`src/rtl/prog_rom_pkg.sv`:
```
// Shared types and sizes for the program ROM slice.
// The WAIT state exists only when PROG_ROM_WAIT_STATE_EN is defined.
package prog_rom_pkg;

  localparam int ROM_DEPTH = 256;
  localparam int ADDR_W    = 8;
  localparam int DATA_W    = 8;

`ifdef PROG_ROM_WAIT_STATE_EN
  typedef enum logic [1:0] {IDLE, READ, LOAD, WAIT} state_t;
`else
  typedef enum logic [1:0] {IDLE, READ, LOAD} state_t;
`endif

endpackage

```
`src/rtl/prog_rom_loader.sv`:
```
// Write pointer for program loading, with sticky wrap detection.
// start and wr arrive already qualified by the top-level enable.
module prog_rom_loader
  import prog_rom_pkg::*;
(
  input  logic              clk,
  input  logic              rst_n,
  input  logic              start,
  input  logic              wr,
  output logic [ADDR_W-1:0] ptr,
  output logic              load_wrap
);

  // The wrap flag latches on the write that takes the pointer from the last slot back to 0.
  always_ff @(posedge clk or negedge rst_n) begin
    if (!rst_n) begin
      ptr       <= '0;
      load_wrap <= 1'b0;
    end else if (start) begin
      ptr       <= '0;
      load_wrap <= 1'b0;
    end else if (wr) begin
      ptr <= ptr + 1'b1;
      if (ptr == ADDR_W'(ROM_DEPTH - 1))
        load_wrap <= 1'b1;
    end
  end

endmodule

```
`src/rtl/prog_rom.sv`:
```
// Loadable 256x8 program ROM with a one-result-per-cycle read port.
// Define PROG_ROM_WAIT_STATE_EN to insert a WAIT state (2-cycle read latency).
module prog_rom
  import prog_rom_pkg::*;
(
  input  logic              clk_tb,
  input  logic              rst,
  input  logic              enable,
  input  logic [ADDR_W-1:0] addr_in,
  input  logic              rd_req,
  output logic [DATA_W-1:0] data_out,
  output logic              data_valid,
  input  logic              load_en,
  input  logic              load_strobe,
  input  logic [DATA_W-1:0] load_data,
  output logic              load_busy,
  output logic              load_wrap
);

  state_t            state;
  state_t            next_state;
  logic [DATA_W-1:0] mem [ROM_DEPTH];
  logic [ADDR_W-1:0] ptr;
  logic [ADDR_W-1:0] read_addr;
  logic              load_start;
  logic              load_wr;
  logic              read_fire;
  logic              valid_q;

`ifdef PROG_ROM_WAIT_STATE_EN
  logic [ADDR_W-1:0] addr_q;

  always_ff @(posedge clk_tb or negedge rst) begin
    if (!rst)
      addr_q <= '0;
    else if (enable && next_state == WAIT)
      addr_q <= addr_in;
  end
`endif

  always_ff @(posedge clk_tb or negedge rst) begin
    if (!rst)
      state <= IDLE;
    else if (enable)
      state <= next_state;
  end

  // read_fire marks every transition into READ; the read path captures data on it.
  always_comb begin
    next_state = state;
    load_start = 1'b0;
    load_wr    = 1'b0;
    read_fire  = 1'b0;
    read_addr  = addr_in;
    case (state)
      IDLE: begin
        if (load_en) begin
          next_state = LOAD;
          load_start = 1'b1;
        end else if (rd_req) begin
`ifdef PROG_ROM_WAIT_STATE_EN
          next_state = WAIT;
`else
          next_state = READ;
          read_fire  = 1'b1;
`endif
        end
      end
      READ: begin
        if (rd_req && !load_en) begin
`ifdef PROG_ROM_WAIT_STATE_EN
          next_state = WAIT;
`else
          next_state = READ;
          read_fire  = 1'b1;
`endif
        end else begin
          next_state = IDLE;
        end
      end
`ifdef PROG_ROM_WAIT_STATE_EN
      WAIT: begin
        next_state = READ;
        read_fire  = 1'b1;
        read_addr  = addr_q;
      end
`endif
      LOAD: begin
        if (!load_en)
          next_state = IDLE;
        else
          load_wr = load_strobe;
      end
      default: next_state = IDLE;
    endcase
  end

  always_ff @(posedge clk_tb or negedge rst) begin
    if (!rst)
      load_busy <= 1'b0;
    else if (enable)
      load_busy <= (next_state == LOAD);
  end

  // Data is fetched as the FSM enters READ, so data_out is stable for the whole valid cycle.
  always_ff @(posedge clk_tb or negedge rst) begin
    if (!rst) begin
      data_out <= '0;
      valid_q  <= 1'b0;
    end else if (enable) begin
      valid_q <= read_fire;
      if (read_fire)
        data_out <= mem[read_addr];
    end
  end

  assign data_valid = valid_q & enable;

  always_ff @(posedge clk_tb or negedge rst) begin
    if (!rst) begin
      for (int i = 0; i < ROM_DEPTH; i++)
        mem[i] <= '0;
    end else if (enable && load_wr) begin
      mem[ptr] <= load_data;
    end
  end

  prog_rom_loader u_loader (
    .clk       (clk_tb),
    .rst_n     (rst),
    .start     (enable & load_start),
    .wr        (enable & load_wr),
    .ptr       (ptr),
    .load_wrap (load_wrap)
  );

endmodule
```
`config.mk`:
```
export PLATFORM = sky130hd
export DESIGN_NAME = prog_rom
export DESIGN_NICKNAME = d
export VERILOG_FILES = /design/src/rtl/prog_rom_pkg.sv /design/src/rtl/prog_rom_loader.sv /design/src/rtl/prog_rom.sv
export SDC_FILE = /design/constraint.sdc
export NUM_CORES = 2
export LEC_CHECK = 0
export ABC_AREA = 1
export CAP_MARGIN = 15
export CORE_ASPECT_RATIO = 1.5
export CORE_UTILIZATION = 50
export DETAILED_ROUTE_END_ITERATION = 12
export DONT_BUFFER_PORTS = 1
export HOLD_SLACK_MARGIN = 0.03
export PLACE_DENSITY = 0.68
export SYNTH_ARGS = -nofsm -noshare
export SYNTH_HDL_FRONTEND = slang
export SYNTH_HIERARCHICAL = 1
export SYNTH_SLANG_ARGS = --single-unit
export TNS_END_PERCENT = 5
```
`constraint.sdc`:
```
create_clock -name clk_tb -period 1.8 [get_ports clk_tb]
set_input_delay 0.09 -clock clk_tb [delete_from_list [all_inputs] [get_ports clk_tb]]
set_output_delay 0.09 -clock clk_tb [all_outputs]
set_load 0.05 [all_outputs]
```
After elaboration in Yosys (flattened, before gate mapping)

Index checks and enable logic that the tools add are counted.

Register bits after elaboration: 2,069
Output and inout port bits: 11
Word-level logic and storage cells: 308

Add/subtract/negate cells: 1
$lt $le $gt $ge: 3
Eq/ne operators: 4
Muxes and demuxes: 24
Bitwise logic cells: 5
Reduce and logical (&&, ||, !) cells: 9

Operators by type and width:

| cell                                                                         | number |
|---|---|
| 2048-bit bitwise mux                                                         | 1 |
| 8-bit binary-select mux with 8-bit select                                    | 1 |
| 8-bit demux with 8-bit select                                                | 1 |
| 8-bit 2-to-1 mux                                                             | 5 |
| 9-bit >= comparator, second input constant                                   | 2 |
| 8-bit NOT with 9-bit output                                                  | 2 |
| 1-bit 2-to-1 mux                                                             | 11 |
| 9-bit by 1-bit less-than comparator with 1-bit output, second input constant | 1 |
| 8-bit by 1-bit adder with 8-bit output, second input constant                | 1 |
| 8-bit equality test, second input constant                                   | 1 |
| 2-bit 2-to-1 mux                                                             | 3 |
| 2-bit case mux with 3 select lines                                           | 1 |
| 2-bit equality test, second input constant                                   | 2 |
| 2-bit AND reduction                                                          | 2 |
| 2-bit nonzero test                                                           | 2 |
| 1-bit bitwise AND                                                            | 3 |
| 1-bit logical AND                                                            | 3 |
| 2-bit by 1-bit equality test with 1-bit output, second input constant        | 1 |
| 2-bit zero test                                                              | 1 |
| 1-bit case mux with 2 select lines                                           | 1 |
| 1-bit zero test                                                              | 1 |

Logic depth before layout (Yosys ltp)

Word-level depth: 6
Gate-level depth with buffers: 15
Depth with buffers taken out: 11

By module

The synthesis kept the hierarchy.

By module, submodules not included:

| module          | instances | cells each | area each (sq um) | seq. area each (sq um) |
|---|---|---|---|---|
| prog_rom        | 1         | 11,600     | 95,696.8          | 51,524.4 |
| prog_rom_loader | 1         | 59         | 466.7             | 225.2 |

Least setup slack after synthesis

No wires, ideal clock.

Path kind: register to register
Start: register state[1]
End: register mem[1269] (netlist name)
Setup time: 131 ps
Arrival: 1,794 ps
Required time: 1,669 ps
Path slack: -124 ps
Cell stages (with the launch flop): 10
Clock period less this slack: 1,924 ps
Cells stage by stage: dfrtp_1 nand3_2 clkinv_4 buf_6 buf_12 buf_12 nand3_4 buf_2 nand2_1 o21ai_1

Cells in the longest elaborated chain, start to end: 3

Ends and longest elaborated chain:

| what                          | line            | RTL |
|---|---|---|
| start, declared               | prog_rom.sv:20  | `state_t state;` |
| start signal, assigned        | prog_rom.sv:45  | `state <= next_state;` |
| 2-bit equality test           | prog_rom.sv:55  | `case (state)` |
| 1-bit 2-to-1 mux              | prog_rom.sv:55  |  |
| 1-bit logical AND             | prog_rom.sv:123 | `end else if (enable && load_wr) begin` |
| end signal, assigned by index | prog_rom.sv:124 | `mem[ptr] <= load_data;` |
| end, declared                 | prog_rom.sv:22  | `logic [DATA_W-1:0] mem [ROM_DEPTH];` |

Every way passes these cells.
A chain may end at the register's enable or synchronous reset.

Worst setup path in the final report

Start: input addr_in[0]
End: register data_out[2]

Cells in the longest elaborated chain, start to end: 4

Ends and longest elaborated chain:

| what                                                 | line            | RTL |
|---|---|---|
| start, declared                                      | prog_rom.sv:9   | `input logic [ADDR_W-1:0] addr_in,` |
| 8-bit NOT with 9-bit output (implied by the code)    | prog_rom.sv:113 | `data_out <= mem[read_addr];` |
| 8-bit binary-select mux with 8-bit select            | prog_rom.sv:113 |  |
| 8-bit 2-to-1 mux (implied by the code) (2 in series) | prog_rom.sv:113 |  |
| end signal, assigned                                 | prog_rom.sv:113 |  |
| end, declared                                        | prog_rom.sv:11  | `output logic [DATA_W-1:0] data_out,` |

Every way passes these cells. The select of a mux whose other input is x is not followed.

==> results.py <==
metrics = {
    "status": {
        "status": "finished with violations",
        "violations": "negative hold slack, max-slew violations, negative setup slack",
    },
    "clocking": {
        "cts_root_buf": "clkbuf_16",
        "cts_tree": "yes",
        "clock_latency_ns": 0.85,
        "clk_pin_slew_ns": 0.07,
        "clockBufferDepth": 4,
        "htree_num_levels": 4,
        "cts_inserted_buffers": 199,
        "clock-sinks": 2068,
    },
    "sta": {
        "rsz0062_at_grt": "true",
        "setup-violations-final": 1926,
        "timing.fmax_mhz": 446,
        "fin_ws_ns": -0.440,
        "drv_slew": 321,
        "fin_crit_sh_pct": 124,
        "min_period_ns": 2.24,
        "worst_pin_slew_ns": 2.45,
        "holdWs_ns": -1.06,
        "max_slew_margin_pct": -63.1,
        "tns_ns": -209.26,
        "skew_ns": 0.0555,
        "hold_viol_final": 494,
    },
    "global_routing": {
        "grt_util_all_layers_pct": 30.6,
        "grt_max_degree": 1026,
        "grt_overflow_total": 0,
        "grt_pass1_vias": 77900,
        "grt_antenna_before_repair": 1,
        "grt_pass1_wl_um": 465000,
    },
    "synth": {
        "syn_area_um2": 96200,
        "synth_seq_cells": 2068,
        "syn_nets": 11700,
        "synthArstFlopShare_pct": 100,
        "yosys_warnings": 6,
        "synth.avg_cell_area_um2": 8.25,
        "synth_edf_count": 0,
        "synth_area_leaders": "dfrtp_1 54%, nand2_1 16%, nand3_1 11%",
        "syn_inst": 11700,
        "synth_seq_area_share_pct": 53.8,
        "synth_top_cell_area_share_pct": 53.8,
        "synth_top_cell_by_area": "dfrtp_1",
        "synthFlopType": "dfrtp_1",
        "synth.distinct_cells": 31,
    },
    "floorplanning": {
        "initial_utilization_pct": 50.5,
        "die_y_um": 539,
        "core_area_um2": 191000,
        "io_pins": 33,
        "rows": 196,
        "dieArea_um2": 194000,
        "die_w_um": 360,
    },
    "setup_path": {
        "cpMostUsedCell": "nand3_1",
        "max_stage_delay_ns": 0.42,
        "cp.arrival_ns": 2.98,
        "cp_slowest_cell": "nand2_1",
        "cp_max_fo": 1025,
        "start_kind": "input pin",
        "startpoint": "addr_in[0]",
        "r2r_slack_ns": -0.28,
        "critical_path.cell_chain": "nand2_1 > nand3_1 > nand3_1 > nand3_1 > nand3_2 > nand3_1 > nand3_1 > nand3_4 > nand3_2 > nand2_1",
        "endpoint_kind": "flop",
        "cp_num_buf_inv": 0,
        "crit_end": "data_out[2]$_DFFE_PN0P_",
        "r2r-end": "mem[1469]$_DFFE_PN0P_",
        "path_class": "in -> reg",
        "rr_worst_depth": 10,
        "r2r_start": "state[0]$_DFFE_PN0P_",
        "cp_num_cells": 10,
        "worstPathRequired_ns": 2.54,
        "path_delay_family": "simple AND/OR/NAND/NOR gates",
    },
    "layout": {
        "final_cells": 14100,
        "areaGrowthSynthToFinish_pct": 15.7,
        "fill_cells": 16300,
        "final_util_pct": 58.4,
        "layout.nets": 11500,
        "final_area_um2": 111000,
        "drive_above_1_share_pct": 12.0,
    },
    "run": {
        "cap_violations": 0,
    },
    "power": {
        "peakVddDrop_mv": 0.645,
        "powerDensity_nw_per_um2": 869,
        "p_leak_nw": 48.8,
    },
    "routing": {
        "via_per_inst": 5.90,
        "via_count": 83500,
        "drt_iter0_drc": 9789,
        "wirelength_um": 308000,
        "post_drt_wl_per_cell_um": 21.8,
        "antenna_left": 0,
        "firstDrtPassIters": 9,
        "drc": 0,
    },
    "placed_design": {
        "dp_hpwl_um": 178000,
        "dp.cells": 13700,
        "port_buffers": 0,
        "dpl_cell_area_um2": 101000,
        "gp_congestion": 0.898,
    },
    "min_path": {
        "hp-class": "in -> async",
    },
}
-- final cells by class --
class / instances / area (um^2) / area share [%]
antenna: 3 / 7.51 / 0.00675
clock buffer: 294 / 5830 / 5.24
clock inverter: 53 / 629 / 0.566
inverter: 47 / 295 / 0.265
multi-input combinational: 8576 / 41100 / 36.9
sequential: 2068 / 51800 / 46.5
tap: 2475 / 3100 / 2.78
timing repair buffer: 628 / 8530 / 7.67
timing repair inverter: 1 / 30.0 / 0.0270
-- routing by layer --
metal	up-vias	GRT usage, %	share of wire [%]
met1	40600	39.9	39
met3	752	4.59	8.1
met2	3650	48.6	47
met4	0	17.5	6.1
li1	38400	-	-
met5	-	0	0
-- worst min path at each step --
| stage | slack (ns) | cells after the start | end | startpoint |
|---|---|---|---|---|
| floorplan | -0.21 | 0 | data_out[0]$_DFFE_PN0P_ | rst |
| global placement | -0.21 | 0 | mem[1830]$_DFFE_PN0P_ | rst |
| detailed placement | -0.21 | 0 | mem[1830]$_DFFE_PN0P_ | rst |
| CTS | -1.09 | 0 | mem[1830]$_DFFE_PN0P_ | rst |
| global route | -1.08 | 0 | mem[1830]$_DFFE_PN0P_ | rst |
| finish | -1.06 | 0 | mem[1830]$_DFFE_PN0P_ | rst |
-- state kept, by name, indices dropped and copies added, names as in the netlist --
name,cells
mem,2048
state,2
u_loader/ptr,8
data_out,8
u_loader/load_wrap,1
valid_q,1
-- cells by family after synthesis --
logic type	Yosys count	share of synthesized area, %
and+or+nand+nor	6508	30.1
buffers and inverters	1025	5.37
DFF	2068	53.8
AOI/OAI and AO/OA	2057	10.7
adders and majority gates	1	0.0130
-- per-stage QoR --
step	total power, mW	setup slack [ns]
floorplan	51.5	0.0157
global placement	54.3	-3.02
detailed placement	54.4	-3.11
CTS	96.6	-0.272
global route	99.3	-0.323
finish	96.7	-0.440
-- where the power goes --
part,leakage (nW),internal [mW],switching [mW]
clock,3.18,24.2,18.1
sequential,28.9,46.8,0.276
combinational,16.8,2.19,5.19
total,48.8,73.1,23.6
-- synthesized netlist by cell type, types with 10 or more instances --
library cell	n
clkbuf_1	457
nand2_1	4177
o21ai_0	1294
o21ai_1	758
nand2_4	48
inv_2	19
buf_4	27
nor2_1	22
nand3_4	69
inv_1	26
nor2_2	13
nand3_1	2083
buf_2	336
buf_6	80
nand2_2	34
buf_1	65
dfrtp_1	2068
nor2_4	15
nand4_2	10
nand3_2	20
-- layout by cell type, fill, tap and decap left out, types with 16 or more instances in the layout --
cell and count:
buf_12 196, buf_16 28, buf_4 294, buf_6 44
clkbuf_1 47, clkbuf_16 220, clkbuf_8 47, clkinv_2 30
dfrtp_1 2065, dlygate4sd3_1 30, inv_1 16, inv_2 17
nand2_1 4103, nand2_2 60, nand2_4 76, nand2_8 30
nand3_1 1944, nand3_2 133, nand3_4 95, nor2_1 19
nor2_4 23, o21ai_0 1228, o21ai_1 795, o21ai_2 29
-- timing repair --
item	CTS	global route
cloned	10	34
hold endpoints to repair	2431	399
pin swaps	8	57
setup endpoints to repair	3132	2676
hold buffers	31	4
gates resized for setup	204	317
buffers inserted	3	42
No activity file was read; power rests on OpenSTA's default activity.
